==> src/rtl/fetch_stage.sv <==
// ---------------------------------------------------------------------------
// fetch_stage
//
// Instruction-fetch stage and IF/ID pipeline register for a 5-stage RV32I
// pipeline. The block owns the fetch PC (PCF) and talks to instruction memory
// over a req/ready + rvalid handshake. Memory latency is variable, and only
// one request is ever outstanding. Execute-stage redirects (branch, jal,
// jalr) take priority over every other event. A response can land while
// Decode is stalled; it is then parked in a one-entry hold buffer.
//
// Optional feature: define FETCH_PERF_EN to build the perf_fetched and
// perf_dropped counters. When FETCH_PERF_EN is undefined, both ports are
// tied to zero and no counter flops exist.
//
// Ports:
//   clock, reset        rising-edge clock, synchronous active-low reset
//   StallD, FlushD      hold / bubble the IF/ID register (flush wins)
//   PCSrcE, PCJalSrcE   redirect request and jalr-vs-branch target select
//   PCTargetE           branch/jal target
//   ALUResultE          jalr target (bit 0 is cleared here)
//   imem_req/addr       request to instruction memory (addr = PCF)
//   imem_ready          memory accepts the request this cycle
//   imem_rvalid/rdata   in-order response, one per accepted request
//   InstrD, PCD,        IF/ID contents presented to Decode
//   PCPlus4D, ValidD
//   perf_fetched        responses accepted into the pipeline
//   perf_dropped        responses discarded because of a redirect
// ---------------------------------------------------------------------------
module fetch_stage #(
    parameter int unsigned     XLEN      = 32,
    parameter logic [XLEN-1:0] RESET_PC  = '0,
    parameter logic [31:0]     NOP_INSTR = 32'h0000_0013
) (
    input  logic            clock,
    input  logic            reset,
    input  logic            StallD,
    input  logic            FlushD,
    input  logic            PCSrcE,
    input  logic            PCJalSrcE,
    input  logic [XLEN-1:0] PCTargetE,
    input  logic [XLEN-1:0] ALUResultE,
    output logic            imem_req,
    output logic [XLEN-1:0] imem_addr,
    input  logic            imem_ready,
    input  logic            imem_rvalid,
    input  logic [31:0]     imem_rdata,
    output logic [31:0]     InstrD,
    output logic [XLEN-1:0] PCD,
    output logic [XLEN-1:0] PCPlus4D,
    output logic            ValidD,
    output logic [31:0]     perf_fetched,
    output logic [31:0]     perf_dropped
);

    typedef enum logic [2:0] {
        S_IDLE,   // one settling cycle after reset
        S_REQ,    // request presented, waiting for imem_ready
        S_WAIT,   // request accepted, waiting for imem_rvalid
        S_HOLD,   // response buffered while Decode is stalled
        S_DROP    // outstanding response must be thrown away
    } state_t;

    localparam logic [XLEN-1:0] PC_STEP = XLEN'(4);

    state_t          state_q, state_d;
    logic [XLEN-1:0] pc_q, pc_d;
    logic [31:0]     hold_instr_q;
    logic [XLEN-1:0] hold_pc_q;
    logic            load_hold;
    logic            deliver;
    logic [31:0]     deliver_instr;
    logic [XLEN-1:0] deliver_pc;
    logic [XLEN-1:0] redirect_target;

    // jalr targets come from the ALU and must have bit 0 cleared.
    assign redirect_target = PCJalSrcE ? {ALUResultE[XLEN-1:1], 1'b0} : PCTargetE;

    // The request is a pure function of state, so it cannot glitch
    // combinationally with imem_ready. This keeps req/addr stable while
    // the memory stalls.
    assign imem_req  = (state_q == S_REQ);
    assign imem_addr = pc_q;

    // -----------------------------------------------------------------------
    // Next-state / PC logic
    // -----------------------------------------------------------------------
    always_comb begin
        // NOTE: every output of this block gets a default first, so no path
        // can leave one unassigned and infer a latch.
        state_d       = state_q;
        pc_d          = pc_q;
        load_hold     = 1'b0;
        deliver       = 1'b0;
        deliver_instr = imem_rdata;
        deliver_pc    = pc_q;

        unique case (state_q)
            S_IDLE: state_d = S_REQ;

            S_REQ: begin
                if (PCSrcE) begin
                    pc_d = redirect_target;
                    // Once the old address is accepted, its response is stale.
                    state_d = imem_ready ? S_DROP : S_REQ;
                end else if (imem_ready) begin
                    state_d = S_WAIT;
                end
            end

            S_WAIT: begin
                if (PCSrcE) begin
                    pc_d    = redirect_target;
                    state_d = imem_rvalid ? S_REQ : S_DROP;
                end else if (imem_rvalid) begin
                    pc_d = pc_q + PC_STEP;
                    if (StallD) begin
                        load_hold = 1'b1;
                        state_d   = S_HOLD;
                    end else begin
                        deliver = 1'b1;
                        state_d = S_REQ;
                    end
                end
            end

            S_HOLD: begin
                if (PCSrcE) begin
                    pc_d    = redirect_target;
                    state_d = S_REQ;
                end else if (!StallD) begin
                    deliver       = 1'b1;
                    deliver_instr = hold_instr_q;
                    deliver_pc    = hold_pc_q;
                    state_d       = S_REQ;
                end
            end

            S_DROP: begin
                if (PCSrcE) begin
                    pc_d = redirect_target;
                end
                // The stale response ends DROP even when a new redirect lands
                // in the same cycle. Otherwise the stage would wait for a
                // response that never comes.
                if (imem_rvalid) begin
                    state_d = S_REQ;
                end
            end

            default: state_d = S_IDLE;
        endcase
    end

    // -----------------------------------------------------------------------
    // State and PC registers
    // -----------------------------------------------------------------------
    // NOTE: sequential state uses non-blocking assignments, so every flop
    // samples the values from before the edge regardless of statement order.
    always_ff @(posedge clock) begin
        if (!reset) begin
            state_q <= S_IDLE;
            pc_q    <= RESET_PC;
        end else begin
            state_q <= state_d;
            pc_q    <= pc_d;
        end
    end

    // NOTE: the hold buffer is data-only. Its validity is encoded by S_HOLD,
    // so it needs no reset and stays a plain enable flop.
    always_ff @(posedge clock) begin
        if (load_hold) begin
            hold_instr_q <= imem_rdata;
            hold_pc_q    <= pc_q;
        end
    end

    // -----------------------------------------------------------------------
    // IF/ID pipeline register
    // -----------------------------------------------------------------------
    always_ff @(posedge clock) begin
        if (!reset) begin
            InstrD   <= NOP_INSTR;
            PCD      <= '0;
            PCPlus4D <= '0;
            ValidD   <= 1'b0;
        end else if (FlushD) begin
            InstrD <= NOP_INSTR;
            ValidD <= 1'b0;
        end else if (StallD) begin
            // hold contents
        end else if (deliver) begin
            InstrD   <= deliver_instr;
            PCD      <= deliver_pc;
            PCPlus4D <= deliver_pc + PC_STEP;
            ValidD   <= 1'b1;
        end else begin
            InstrD <= NOP_INSTR;
            ValidD <= 1'b0;
        end
    end

    // -----------------------------------------------------------------------
    // Optional performance counters
    // -----------------------------------------------------------------------
`ifdef FETCH_PERF_EN
    logic accept_evt;
    logic drop_evt;

    // An accepted response is counted once, when it leaves WAIT. The later
    // drain from the hold buffer is the same instruction.
    assign accept_evt = (state_q == S_WAIT) && imem_rvalid && !PCSrcE;
    assign drop_evt   = ((state_q == S_WAIT) && imem_rvalid && PCSrcE)
                      || ((state_q == S_HOLD) && PCSrcE)
                      || ((state_q == S_DROP) && imem_rvalid);

    always_ff @(posedge clock) begin
        if (!reset) begin
            perf_fetched <= '0;
            perf_dropped <= '0;
        end else begin
            if (accept_evt) perf_fetched <= perf_fetched + 32'd1;
            if (drop_evt)   perf_dropped <= perf_dropped + 32'd1;
        end
    end
`else
    assign perf_fetched = '0;
    assign perf_dropped = '0;
`endif

endmodule

==> config.mk <==
export PLATFORM = sky130hd
export DESIGN_NAME = fetch_stage
export DESIGN_NICKNAME = d
export VERILOG_FILES = /design/src/rtl/fetch_stage.sv
export SDC_FILE = /design/constraint.sdc
export NUM_CORES = 1
export LEC_CHECK = 0
export BUFFER_PORTS_ARGS = -buffer_cell sky130_fd_sc_hd__buf_4
export CORE_UTILIZATION = 40
export DETAILED_ROUTE_END_ITERATION = 6
export MAX_ROUTING_LAYER = met4
export SLEW_MARGIN = 20
export SYNTH_ARGS = -nofsm -noshare
export SYNTH_HDL_FRONTEND = slang
export SYNTH_SLANG_ARGS = --single-unit
==> constraint.sdc <==
create_clock -name clock -period 6 [get_ports clock]
set_input_delay 0.3 -clock clock [delete_from_list [all_inputs] [get_ports clock]]
set_output_delay 0.3 -clock clock [all_outputs]
set_load 0.03 [all_outputs]
==> impl_metrics.json <==
{
  "status": "finished, final reports clean",
  "cp_max_fo": 38,
  "yosys-top-cells-count": "nand2_1 (143), dfxtp_1 (130), nor2_1 (119)",
  "io_buffers": 232,
  "ys_warn_count": 0,
  "track_usage": 0.231,
  "worst_slew_pin_slew_ns": 0.944,
  "path_clk_slew_ns": 0.08,
  "cts_buffer_depth": 2,
  "slew_violations": 0,
  "synthCells": 1122,
  "synth_edf_count": 64,
  "ys_top_cells_by_area": "dfxtp_1 (27%), edfxtp_1 (20%), a21oi_1 (5.9%)",
  "htreeDepth": 4,
  "ant_nets": 0,
  "max-vdd-ir-drop_v": 0.000177,
  "cts_tree": "yes",
  "numClockSinks": 194,
  "finalCritPeriodShare": 0.624,
  "fillers": 2345,
  "yosysMostFrequentCell": "nand2_1",
  "die_w_um": 158,
  "cts_buffers": 17,
  "critPathLaunchType": "register",
  "fin_cells": 1629,
  "place_area_um2": 11400,
  "max_freq_ghz": 0.267,
  "relSlewSlack": 0.369,
  "vias_per_cell": 5.27,
  "cts_root_buffer": "clkbuf_16",
  "drc": 0,
  "drt-wirelength-per-cell_um": 17.1,
  "antennaDiodeCount": 0,
  "grt_max_degree": 81,
  "rsz0062_at_grt": "no",
  "crit_arrival_ns": 4.13,
  "drv_cap": 0,
  "synth_compound_area_frac": 0.177,
  "postCtsSetupBuffers": 0,
  "synth_top_family_by_area": "simple AND/OR/NAND/NOR gates",
  "ctsResizeCount": 0,
  "io_pins": 298,
  "finalClockSkew_ns": 0.00970,
  "synthMuxAreaShare": 0.0476,
  "min_period_ns": 3.74,
  "timing.setup.tns_ns": 0,
  "hold_viol": 0,
  "synthAdderAreaFrac": 0.00256,
  "synth_seq_cells": 194,
  "die_y_um": 158,
  "drt_first_pass_iters": 7,
  "cp_data_required_time_ns": 6.39,
  "synth_area_um2": 9780,
  "gp_congestion": 0.823,
  "p_total_mw": 2.96,
  "p_per_area_nw_per_um2": 246,
  "grt_pass1_vias": 7672,
  "ys_seq_area_frac": 0.463,
  "yosys.area_share.simple": 0.194,
  "hold_buffers": 0,
  "dp_hpwl_mm": 19.6,
  "ys.flop_type": "dfxtp_1",
  "async_flop_share": 0,
  "placedCellCount": 1597,
  "drtIter0Drc": 678,
  "finalSetupViolations": 0,
  "synth_top_area_share": 0.266,
  "antenna_found_initial": 0,
  "power.leakage_nw": 4.64,
  "areaGrowthSynthToFinish_pct": 22.8,
  "drive_above_1_share": 0.231,
  "nets": 1403,
  "grt_pass1_wl_mm": 42.8,
  "end_kind": "register",
  "fin_util": 0.506,
  "overflow": 0,
  "yosysTopAreaCell": "dfxtp_1",
  "fin_area_um2": 12000,
  "via_count": 8587,
  "synth_xor_area_frac": 0.0233,
  "core-area_um2": 23800,
  "avgSynthCellArea_um2": 8.71,
  "hp-class": "input port to register",
  "die_area_um2": 25100,
  "worst-setup-path-type": "register to register",
  "drt-total-wl_mm": 27.8,
  "clk_latency_ns": 0.44,
  "synth.distinct_cells": 69,
  "initial_core_util": 0.412,
  "fp-row-count": 56
}
[worst paths after layout]
kind / cells past startpoint / startpoint / endpoint / slack (ns)
setup / recovery: 12 / state_q[0] / PCPlus4D[24] / 2.26
hold / removal: 1 / imem_rdata[24] / hold_instr_q[24] / 0.04
setup reg to reg: 12 / state_q[0] / PCPlus4D[24] / 2.26
hold reg to reg: 2 / PCPlus4D[13] / PCPlus4D[13] / 0.46
[flip-flops by register name, summed over array words and instances (netlist names)]
name / count
imem_addr: 32
ValidD: 1
hold_pc_q: 32
PCPlus4D: 30
hold_instr_q: 32
PCD: 32
state_q: 3
InstrD: 32
[where the power goes]
part	total (mW)	switching, mW	internal [mW]
Clock	1.16	0.561	0.595
Sequential	1.43	0.0494	1.38
Combinational	0.376	0.244	0.131
Total	2.96	0.855	2.10
[metrics by stage]
| step | setup slack, ns | hold slack [ns] |
|---|---|---|
| 2_1_floorplan | 1.74 | 0.399 |
| 3_3_place_gp | 2.15 | 0.446 |
| 3_5_place_dp | 2.06 | 0.449 |
| 4_1_cts | 2.29 | 0.0190 |
| 5_1_grt | 1.93 | 0.0183 |
| 6_report | 2.26 | 0.0418 |
[cell usage in the layout, fill, tap and decap left out, types with 5 or more instances in the layout]
master | netlist | layout
buf_4 | 66 | 245
nand2_1 | 143 | 143
dfxtp_1 | 130 | 130
nor2_1 | 119 | 117
a21oi_1 | 115 | 115
conb_1 | 1 | 64
edfxtp_1 | 64 | 64
o21ai_0 | 62 | 62
nand3_1 | 43 | 43
mux2i_1 | 42 | 42
a211oi_1 | 30 | 29
o211ai_1 | 21 | 21
nor3_1 | 19 | 19
xnor2_1 | 18 | 18
clkbuf_16 | 0 | 17
nand4_1 | 14 | 14
and3_1 | 12 | 12
a31oi_1 | 11 | 11
nor4_1 | 10 | 10
and2_1 | 9 | 9
xor2_1 | 8 | 8
inv_1 | 9 | 8
nor2b_1 | 7 | 7
o221a_2 | 6 | 6
a311oi_1 | 6 | 6
o22ai_1 | 5 | 5
and4_1 | 5 | 5
inv_6 | 0 | 5
[worst max-delay path, stage by stage, from the launching register on]
cell and delay [ns]:
dfxtp_1 0.58, and4bb_2 0.28, buf_4 0.40, nand2_1 0.41, nand2_1 0.20, nand2_1 0.08, ha_1 0.27, nand3_1 0.13
nor4_1 0.09, mux2i_1 0.58, nor3_1 0.22, or3_1 0.35, nand3_1 0.07
[cell type report]
type / count / area [µm²] / area share
inverter: 10 / 37.5 / 0.00313
clock buffer: 17 / 425 / 0.0354
tap: 319 / 399 / 0.0332
clock inverter: 15 / 166 / 0.0139
multi-input combinational: 829 / 4620 / 0.384
timing repair buffer: 245 / 1840 / 0.153
sequential: 194 / 4520 / 0.377
[per-layer routing]
layer | vias up | part of all wire | global-route usage
li1 | 4231 | - | -
met2 | 348 | 0.44 | 0.326
met5 | - | 0 | -
met1 | 3980 | 0.48 | 0.334
met3 | 28 | 0.063 | 0.0348
met4 | 0 | 0.018 | 0.0760
[cell families (layout without fill, tap and decap cells)]
group,Yosys count,count (layout)
xor+xnor,26,26
simple gates,409,409
mux,46,46
other cells,1,64
compound gates,282,282
flops,194,194
buf+inv,162,287
fa+ha+maj,2,2
Power figures use the tool's default switching activity.
